--- config.mk ---
export PLATFORM = sky130hd
export DESIGN_NAME = pc_sequencer
export DESIGN_NICKNAME = d
export VERILOG_FILES = /design/src/rtl/pc_sequencer.sv
export SDC_FILE = /design/constraint.sdc
export NUM_CORES = 1
export LEC_CHECK = 0
export ABC_CLOCK_PERIOD_IN_PS = 3060
export CAP_MARGIN = 40
export CORE_MARGIN = 4
export CORE_UTILIZATION = 40
export DETAILED_ROUTE_END_ITERATION = 10
export PLACE_DENSITY_LB_ADDON = 0.12
export RECOVER_POWER = 25
export SLEW_MARGIN = 0
export SYNTH_ARGS = -nofsm -noshare
export SYNTH_HDL_FRONTEND = slang
export SYNTH_SLANG_ARGS = --single-unit
--- constraint.sdc ---
create_clock -name clk -period 3.06 [get_ports clk]
set_input_delay 0.612 -clock clk [delete_from_list [all_inputs] [get_ports clk]]
set_output_delay 0.612 -clock clk [all_outputs]
set_load 0.02 [all_outputs]
--- src/rtl/pc_sequencer.sv ---
// Program-counter sequencer: issues fetches, waits for retire, then picks the next PC
// (sequential, branch/jump target, or trap vector on a misaligned target).
module pc_sequencer #(
   parameter int unsigned         WORDSIZE    = 64,
   parameter logic [WORDSIZE-1:0] RESET_ADDR  = '0,
   parameter logic [WORDSIZE-1:0] TRAP_VECTOR = WORDSIZE'('h100),
   parameter int unsigned         STEP        = 4,
   parameter int unsigned         CNT_W       = 32
) (
   input  logic                clk,
   input  logic                reset,
   output logic                imem_req,
   output logic [WORDSIZE-1:0] imem_addr,
   input  logic                imem_ack,
   output logic                fetch_valid,
   input  logic                retire,
   input  logic                branch_taken,
   input  logic                jalr,
   input  logic [WORDSIZE-1:0] branch_target,
   input  logic                halt,
   output logic [WORDSIZE-1:0] pc,
   output logic                misaligned,
   output logic [CNT_W-1:0]    instret,
   output logic [1:0]          state
);

   localparam logic [WORDSIZE-1:0] StepW = WORDSIZE'(STEP);

   typedef enum logic [1:0] {
      StBoot   = 2'b00,
      StFetch  = 2'b01,
      StExec   = 2'b10,
      StHalted = 2'b11
   } state_e;

   state_e              state_q, state_d;
   logic [WORDSIZE-1:0] pc_q, pc_d;
   logic [WORDSIZE-1:0] redirect, next_pc;
   logic                mis_q, mis_d;
   logic                fv_q, fv_d;
   logic [CNT_W-1:0]    instret_q, instret_d;

   always_comb begin
      redirect = jalr ? {branch_target[WORDSIZE-1:1], 1'b0} : branch_target;
      next_pc  = branch_taken ? redirect : pc_q + StepW;
   end

   always_comb begin
      state_d   = state_q;
      pc_d      = pc_q;
      mis_d     = mis_q;
      fv_d      = 1'b0;
      instret_d = instret_q;
      case (state_q)
         StBoot: state_d = StFetch;
         StFetch: begin
            if (imem_ack) begin
               state_d = StExec;
               fv_d    = 1'b1;
            end
         end
         StExec: begin
            if (retire) begin
               instret_d = instret_q + CNT_W'(1);
               if (halt) begin
                  state_d = StHalted;
               end else begin
                  state_d = StFetch;
                  // A target that is not word aligned diverts to the trap vector
                  if (next_pc[1:0] != 2'b00) begin
                     pc_d  = TRAP_VECTOR;
                     mis_d = 1'b1;
                  end else begin
                     pc_d = next_pc;
                  end
               end
            end
         end
         StHalted: state_d = StHalted;
         default:  state_d = StBoot;
      endcase
   end

   always_ff @(posedge clk) begin
      if (reset) begin
         state_q   <= StBoot;
         pc_q      <= RESET_ADDR;
         mis_q     <= 1'b0;
         fv_q      <= 1'b0;
         instret_q <= '0;
      end else begin
         state_q   <= state_d;
         pc_q      <= pc_d;
         mis_q     <= mis_d;
         fv_q      <= fv_d;
         instret_q <= instret_d;
      end
   end

   assign imem_req    = (state_q == StFetch);
   assign imem_addr   = pc_q;
   assign pc          = pc_q;
   assign fetch_valid = fv_q;
   assign misaligned  = mis_q;
   assign instret     = instret_q;
   assign state       = state_q;

endmodule

==> results_tabular.tex <==
\begin{tabular}{lr}
\hline
Metric & Value \\
\hline
\multicolumn{2}{l}{\textbf{Clocking}} \\
\quad Number of buffers inserted for hold repair after clock tree synthesis & 0 \\
\quad Clock sinks & 100 \\
\quad Clock latency on the worst-skew pair & approximately 350 ps \\
\quad Setup bufs post-CTS & 0 \\
\quad Clock root buffer & clkbuf\_16 \\
\quad Number of gates resized after cts & 0 \\
\quad Maximum buffer depth of the clock tree & 2 \\
\quad Deepest level of the CTS H-tree & 3 \\
\quad CTS buffer count & 9 \\
\quad Clock-pin slew reported for the worst setup and hold paths after clock tree synthesis & 80 ps \\
\quad TritonCTS clock tree & done \\
\multicolumn{2}{l}{\textbf{Timing}} \\
\quad Maximum clock frequency & 0.384 GHz \\
\quad Minimum clock period & 2600 ps \\
\quad Max\_slew headroom & 49.9\% \\
\quad Final setup fails & 0 \\
\quad Final number of max-transition violations & 0 \\
\quad Final setup TNS & 0 ps \\
\quad Unrepaired setup endpoints after global routing & no \\
\quad Hold Fails Final Rpt & 0 \\
\quad Worst-Margin Slew & 751 ps \\
\quad Worst clock skew on the final layout & 9.75 ps \\
\quad Part of the cycle the worst path needs & between 80\% and 90\% \\
\quad Worst path setup slack after routing & 456 ps \\
\multicolumn{2}{l}{\textbf{Finish}} \\
\quad FILL cells & 1604 \\
\quad Final design area excluding fillers & 0.00936 sq mm \\
\quad Proportion of layout cells with a drive suffix above 1 & $\sim$6.9\% \\
\quad Final net count & 1119 \\
\quad Synthesis-to-finish area growth & 35.4\% \\
\multicolumn{2}{l}{\textbf{Floorplan}} \\
\quad I/O pins & 236 \\
\quad X dimension of the die & 139 um \\
\quad Starting Density & 41.3\% \\
\quad Placeable core region & around 0.017 sq mm \\
\quad Area of the die & 0.0195 sq mm \\
\quad Cell Rows & 47 \\
\quad Die Height & 139 um \\
\multicolumn{2}{l}{\textbf{Route}} \\
\quad Detailed Route Iter0 Violations & 716 \\
\quad Number of remaining DRC errors & 0 \\
\quad Mean number of vias per cell & 5.92 \\
\quad DR pass1 iterations & 5 \\
\quad Wire length per cell & around 19 um \\
\quad Total Wirelength & 24.1 mm \\
\quad Via count & 7531 \\
\quad Count of antenna-violating nets left after detailed routing & 0 \\
\multicolumn{2}{l}{\textbf{Synth}} \\
\quad Post-synth design cell area & 0.00691 sq mm \\
\quad Dominant cells by area after synthesis & dfxtp\_1 (29\%), buf\_4 (7.2\%), nor2\_1 (4.5\%) \\
\quad Post-synthesis net count & 962 \\
\quad Area share of the largest cell type after synthesis & 29.0\% \\
\quad Share of flip-flops with an asynchronous set or reset & 0\% \\
\quad Post-synthesis average cell area & 7.78 sq um \\
\quad Top post-synthesis cells by count & dfxtp\_1 (100), nor2\_1 (82), nand2\_1 (74) \\
\quad Number of synthesized register bits & 100 \\
\quad Main synth FF type & dfxtp\_1 \\
\quad Synth cell types & just under 80 \\
\quad Most frequent cell after synthesis & dfxtp\_1 \\
\quad Number of enable flip-flop cells after synthesis & 0 \\
\quad Sequential element share of the synthesized area & 29.0\% \\
\quad Synth warn & 0 \\
\quad Instance count of the mapped netlist & 889 \\
\quad Area leader, netlist & dfxtp\_1 \\
\multicolumn{2}{l}{\textbf{Power}} \\
\quad Largest voltage drop on the vdd net & 0.236 mV \\
\quad PD cells & about 300 mW/mm\^{}2 \\
\quad Relative contribution of the clock network to total power & 41.5\% \\
\quad Switching Power & 0.000761 W \\
\quad Internal power & between 0.002 and 0.0025 W \\
\quad Net switching share of the total power & $\sim$27\% \\
\quad Leakage & 3.24 nW \\
\quad Portion of total power attributed to combinational logic & 11.3\% \\
\quad Reg power frac & 47.2\% \\
\multicolumn{2}{l}{\textbf{Setup path}} \\
\quad Worst Setup End Kind & flip-flop \\
\quad Arrival time reported for the critical path endpoint & between 2000 and 3000 ps \\
\quad Maximum fanout along the worst path & 10 \\
\quad Startpoint type of the worst setup path & flip-flop \\
\quad Worst setup path category & reg2reg \\
\quad Data required time of the worst path & 3310 ps \\
\multicolumn{2}{l}{\textbf{Status}} \\
\quad Status & completed \\
\multicolumn{2}{l}{\textbf{GRT}} \\
\quad Pin count of the biggest net entering global routing & 94 \\
\quad Overall track demand over capacity in global routing & 23.8\% \\
\quad Overflow after GRT & 0 \\
\quad Number of global-route vias before repair & 6797 \\
\quad Global-route wire length before repair & 38.3 mm \\
\quad Number of antenna violations at the first check in global routing & 2 \\
\multicolumn{2}{l}{\textbf{Place}} \\
\quad Gpl congestion & 0.866 \\
\quad Instance area after placement & 0.00909 sq mm \\
\quad Number of port buffers & about 240 \\
\quad Detailed placer's ending HPWL & 16.9 mm \\
\quad Placement Setup Slack & 347 ps \\
\multicolumn{2}{l}{\textbf{Flow run}} \\
\quad Number of maximum-capacitance constraint violations & 0 \\
\multicolumn{2}{l}{\textbf{Min path}} \\
\quad Path category of the worst min-delay check & reg2reg \\
\hline
\end{tabular}
[path summary, 6_finish.rpt]
check	slack (ps)	endpoint	start	cells past startpoint
setup / recovery	460	imem_addr[59]$_SDFFE_PP0P_	imem_addr[4]$_SDFFE_PP0P_	5
hold / removal	480	instret[31]$_SDFFE_PP0P_	instret[31]$_SDFFE_PP0P_	2
setup reg to reg	460	imem_addr[59]$_SDFFE_PP0P_	imem_addr[4]$_SDFFE_PP0P_	5
hold reg to reg	480	instret[31]$_SDFFE_PP0P_	instret[31]$_SDFFE_PP0P_	2
[kinds of logic after synthesis]
group / synth area share [%]
XOR/XNOR: 3.67
AND/OR/NAND/NOR: 34.0
flip-flops: 29.0
multiplexers: 1.21
AO/OA/AOI/OAI: 20.7
buffers and inverters: 11.1
adder cells (fa/ha/maj): 0.362
[layout make-up]
cell class	count	area (sq um)	area share (%)
multi-input combinational	658	4140	44.2
clock buffer	9	225	2.41
sequential	100	2000	21.4
antenna	1	2.50	0.0267
inverter	9	33.8	0.361
clock inverter	7	66.3	0.709
timing repair buffer	268	2620	27.9
tap	220	275	2.94
[power groups by stage]
stage	combinational [W]	sequential [W]	clock (W)
after CTS	0.000321	0.00132	0.00119
after global routing	0.000341	0.00132	0.00124
after floorplan	0.000142	0.00136	0
final	0.000317	0.00132	0.00116
after detailed placement	0.000319	0.00135	0
after global placement	0.000319	0.00135	0
[registers in the layout, indices dropped and copies added, names as in the netlist]
signal       count
imem_addr       64
instret         32
state            2
fetch_valid      1
misaligned       1
[metal layers]
metal	share of wire (%)	vias to the layer above	track usage (%)
met5	0.075	-	0
met4	1.5	2	6.33
met3	8.4	35	4.97
met2	45	357	36.2
met1	45	3503	34.1
li1	-	3634	-
[through the flow]
stage / power, W / util, % / hold slack [ps] / instances
final: 0.00280 / 55.8 / 477 / 1272
after global routing: 0.00290 / 55.8 / 501 / 1272
after CTS: 0.00283 / 56.0 / 477 / 1271
after detailed placement: 0.00167 / 54.2 / 459 / 1255
after global placement: 0.00167 / 54.2 / 451 / 1255
after floorplan: 0.00150 / - / 544 / 889
[layout by cell type (no fill, tap or decap), types with 10 or more instances in the layout]
master,count
clkdlybuf4s50_1,187
dfxtp_1,100
nor2_1,83
nand2_1,74
nand4_1,46
dlygate4sd3_1,46
nand3_1,38
a21oi_1,36
o21ai_0,35
nor3_1,31
buf_4,27
nor4_1,25
and3_1,20
and4_1,19
xnor2_1,19
o31ai_1,13
a22oi_1,13
or3_1,12
o211ai_1,12
a211oi_1,12
nand2b_1,10
xor2_1,10
[critical path, cell delays in order, from the launching register on]
cell     delay [ps]
dfxtp_1         490
nand4_1         200
nor4_2          640
nand4_1         370
nor4_1          410
mux2_2          380
Power figures use the tool's default switching activity.
==> RTL change (config.mk and constraints unchanged) <==
The parameter `WORDSIZE` goes from 64 to 128.
--- a/src/rtl/pc_sequencer.sv
+++ b/src/rtl/pc_sequencer.sv
@@ -1,7 +1,7 @@
 // Program-counter sequencer: issues fetches, waits for retire, then picks the next PC
 // (sequential, branch/jump target, or trap vector on a misaligned target).
 module pc_sequencer #(
-   parameter int unsigned         WORDSIZE    = 64,
+   parameter int unsigned         WORDSIZE    = 128,
    parameter logic [WORDSIZE-1:0] RESET_ADDR  = '0,
    parameter logic [WORDSIZE-1:0] TRAP_VECTOR = WORDSIZE'('h100),
    parameter int unsigned         STEP        = 4,
Interface: changed (resized branch_target, imem_addr and pc); port bits go from 236 to 428. The function was not compared with the original's and may differ.
==> RTL change against the unedited design <==
Setup slack lost 340 ps. Utilization grew 4.3 points. Sequential cell count grew 64. Power grew 76%. Die area grew 54%. Final cell count grew 73%. Final area grew 73%. Routed wire length grew 120%. Synthesized area grew 57%. Clock skew grew 3.9 ps. Clock power grew 97%. Critical path type unchanged. Largest cell class unchanged. Highest routed layer unchanged.
==> RTL change: results (changes against the unedited design) <==
- Status: completed
- Vias in the first global route: 12857 (+89%)
- Wire per inst: 23.6 um (+24%)
- Initial Util: 0.405 (-0.00775)
- Antenna violations before repair: 1 (-1)
- Skew final: 13.6 ps (+3.85 ps)
- Max reg flops: 128 (+100%)
- Slowest Stage Delay on Critical Path: 610 ps (-30 ps)
- Ranking of synthesized cells by area: dfxtp_1 (30%), buf_4 (8.8%), nand3_1 (5.3%)
- Synth cell types: 69 (-13%)
- Met3 GRT Util: 0.0636 (+0.0139)
- FMAX: 0.339 GHz (-12%)
- Hold Slack: 493 ps (+15.4 ps)
- Worst-skew pair later-pin latency: 440 ps (+90 ps)
- DP HPWL: 39.6 mm (+130%)
- Drt initial violations: 1654 (+130%)
- Clock power share: 0.464 (+0.049)
- Critical Path Start: imem_addr[19]
- Post-synth top cells: dfxtp_1 (164), nand2_1 (130), buf_4 (128)
- Level count of the clock H-tree: 4 (+1)
- Hold Path Origin: misaligned
- Reg2Reg Capture Point: imem_addr[108]
- Met3 WL post-DR: 4.99 mm (+150%)
- Switch share: 0.286 (+0.0142)
- Routability cong.: 0.978 (+13%)
- Met1 Track Usage GR: 0.430 (+0.0890)
- First-pass GRT wire length: 78.2 mm (+100%)
- Syn nets: 1593 (+66%)
- Nets: 1984 (+77%)
- CP max stage cell: or4_1
- Register area share after synthesis: 0.302 (+0.0122)
- Worst EP arrival: 3310 ps (+460 ps)
- Flop-to-flop setup slack: 110 ps (-340 ps)
- Largest net degree at the start of global routing: 103 (+9.6%)
- Power share of the combinational group: 0.097 (-0.016)
- Antenna diode count: 0 (-1)
- Drt via density: 6.09 (+2.9%)
- Met2 GRT Util: 0.540 (+0.178)
- Fraction of layout cells with a size suffix above 1: 0.115 (+0.0456)
- Gr usage total: 0.328 (+0.0906)
- Total Power: 0.00493 W (+76%)
- 1st-pass router iterations: 9 (+4)
- Setup Slack @ Placement: 189 ps (-158 ps)
- Inst Count DP: 2169 (+73%)
- Syn Area/Cell: 7.47 um2 (-3.9%)
- WHS Endpoint: misaligned
- Worst IR drop on VDD: 0.262 mV (+11%)
- Worst setup path endpoint: imem_addr[108]
- Slew @ Worst Pin: 1010 ps (+263 ps)
- Metal2 WL: 23.9 mm (+120%)
- Dpl cell area: 15600 um2 (+71%)
- Lkg Pwr: 5.74 nW (+77%)
- Worst R2R Path Depth: 7 (+2)
- DRT met1 WL: 21.2 mm (+94%)
- Number of port buffers: 427 (+82%)
- Worst-path fanout max: 9 (-1)
- Total CTS buffers: 17 (+8)
==> RTL change: cell count changes in the layout (fill, tap and decap cells not counted), sizes merged, moves of 22 or more <==
cell,change
clkdlybuf4s50,+150
buf,+121
nand3,+77
dfxtp,+64
nand2,+57
o21ai,+49
a22oi,+45
nor2,+44
dlygate4sd3,+42
a21oi,+30
nor3,+24
xor2,+23
nand4,+22
==> RTL change: area by class of cell <==
type                            instances  area [um2]
Multi-Input combinational cell       1063        6270
Inverter                               17        63.8
Clock inverter                         15         199
Fill cell                            2481       10700
Tap cell                              341         427
Sequential cell                       164        3280
Clock buffer                           17         425
Timing Repair Buffer                  584        5500
==> RTL change: cell families after synthesis <==
| family | after synthesis | synth area share |
|---|---|---|
| mux | 4 | 0.00368 |
| simple gates | 665 | 0.323 |
| buf+inv | 229 | 0.124 |
| flops | 164 | 0.302 |
| xor+xnor | 50 | 0.0403 |
| compound gates | 342 | 0.205 |
| fa+ha+maj | 2 | 0.00230 |
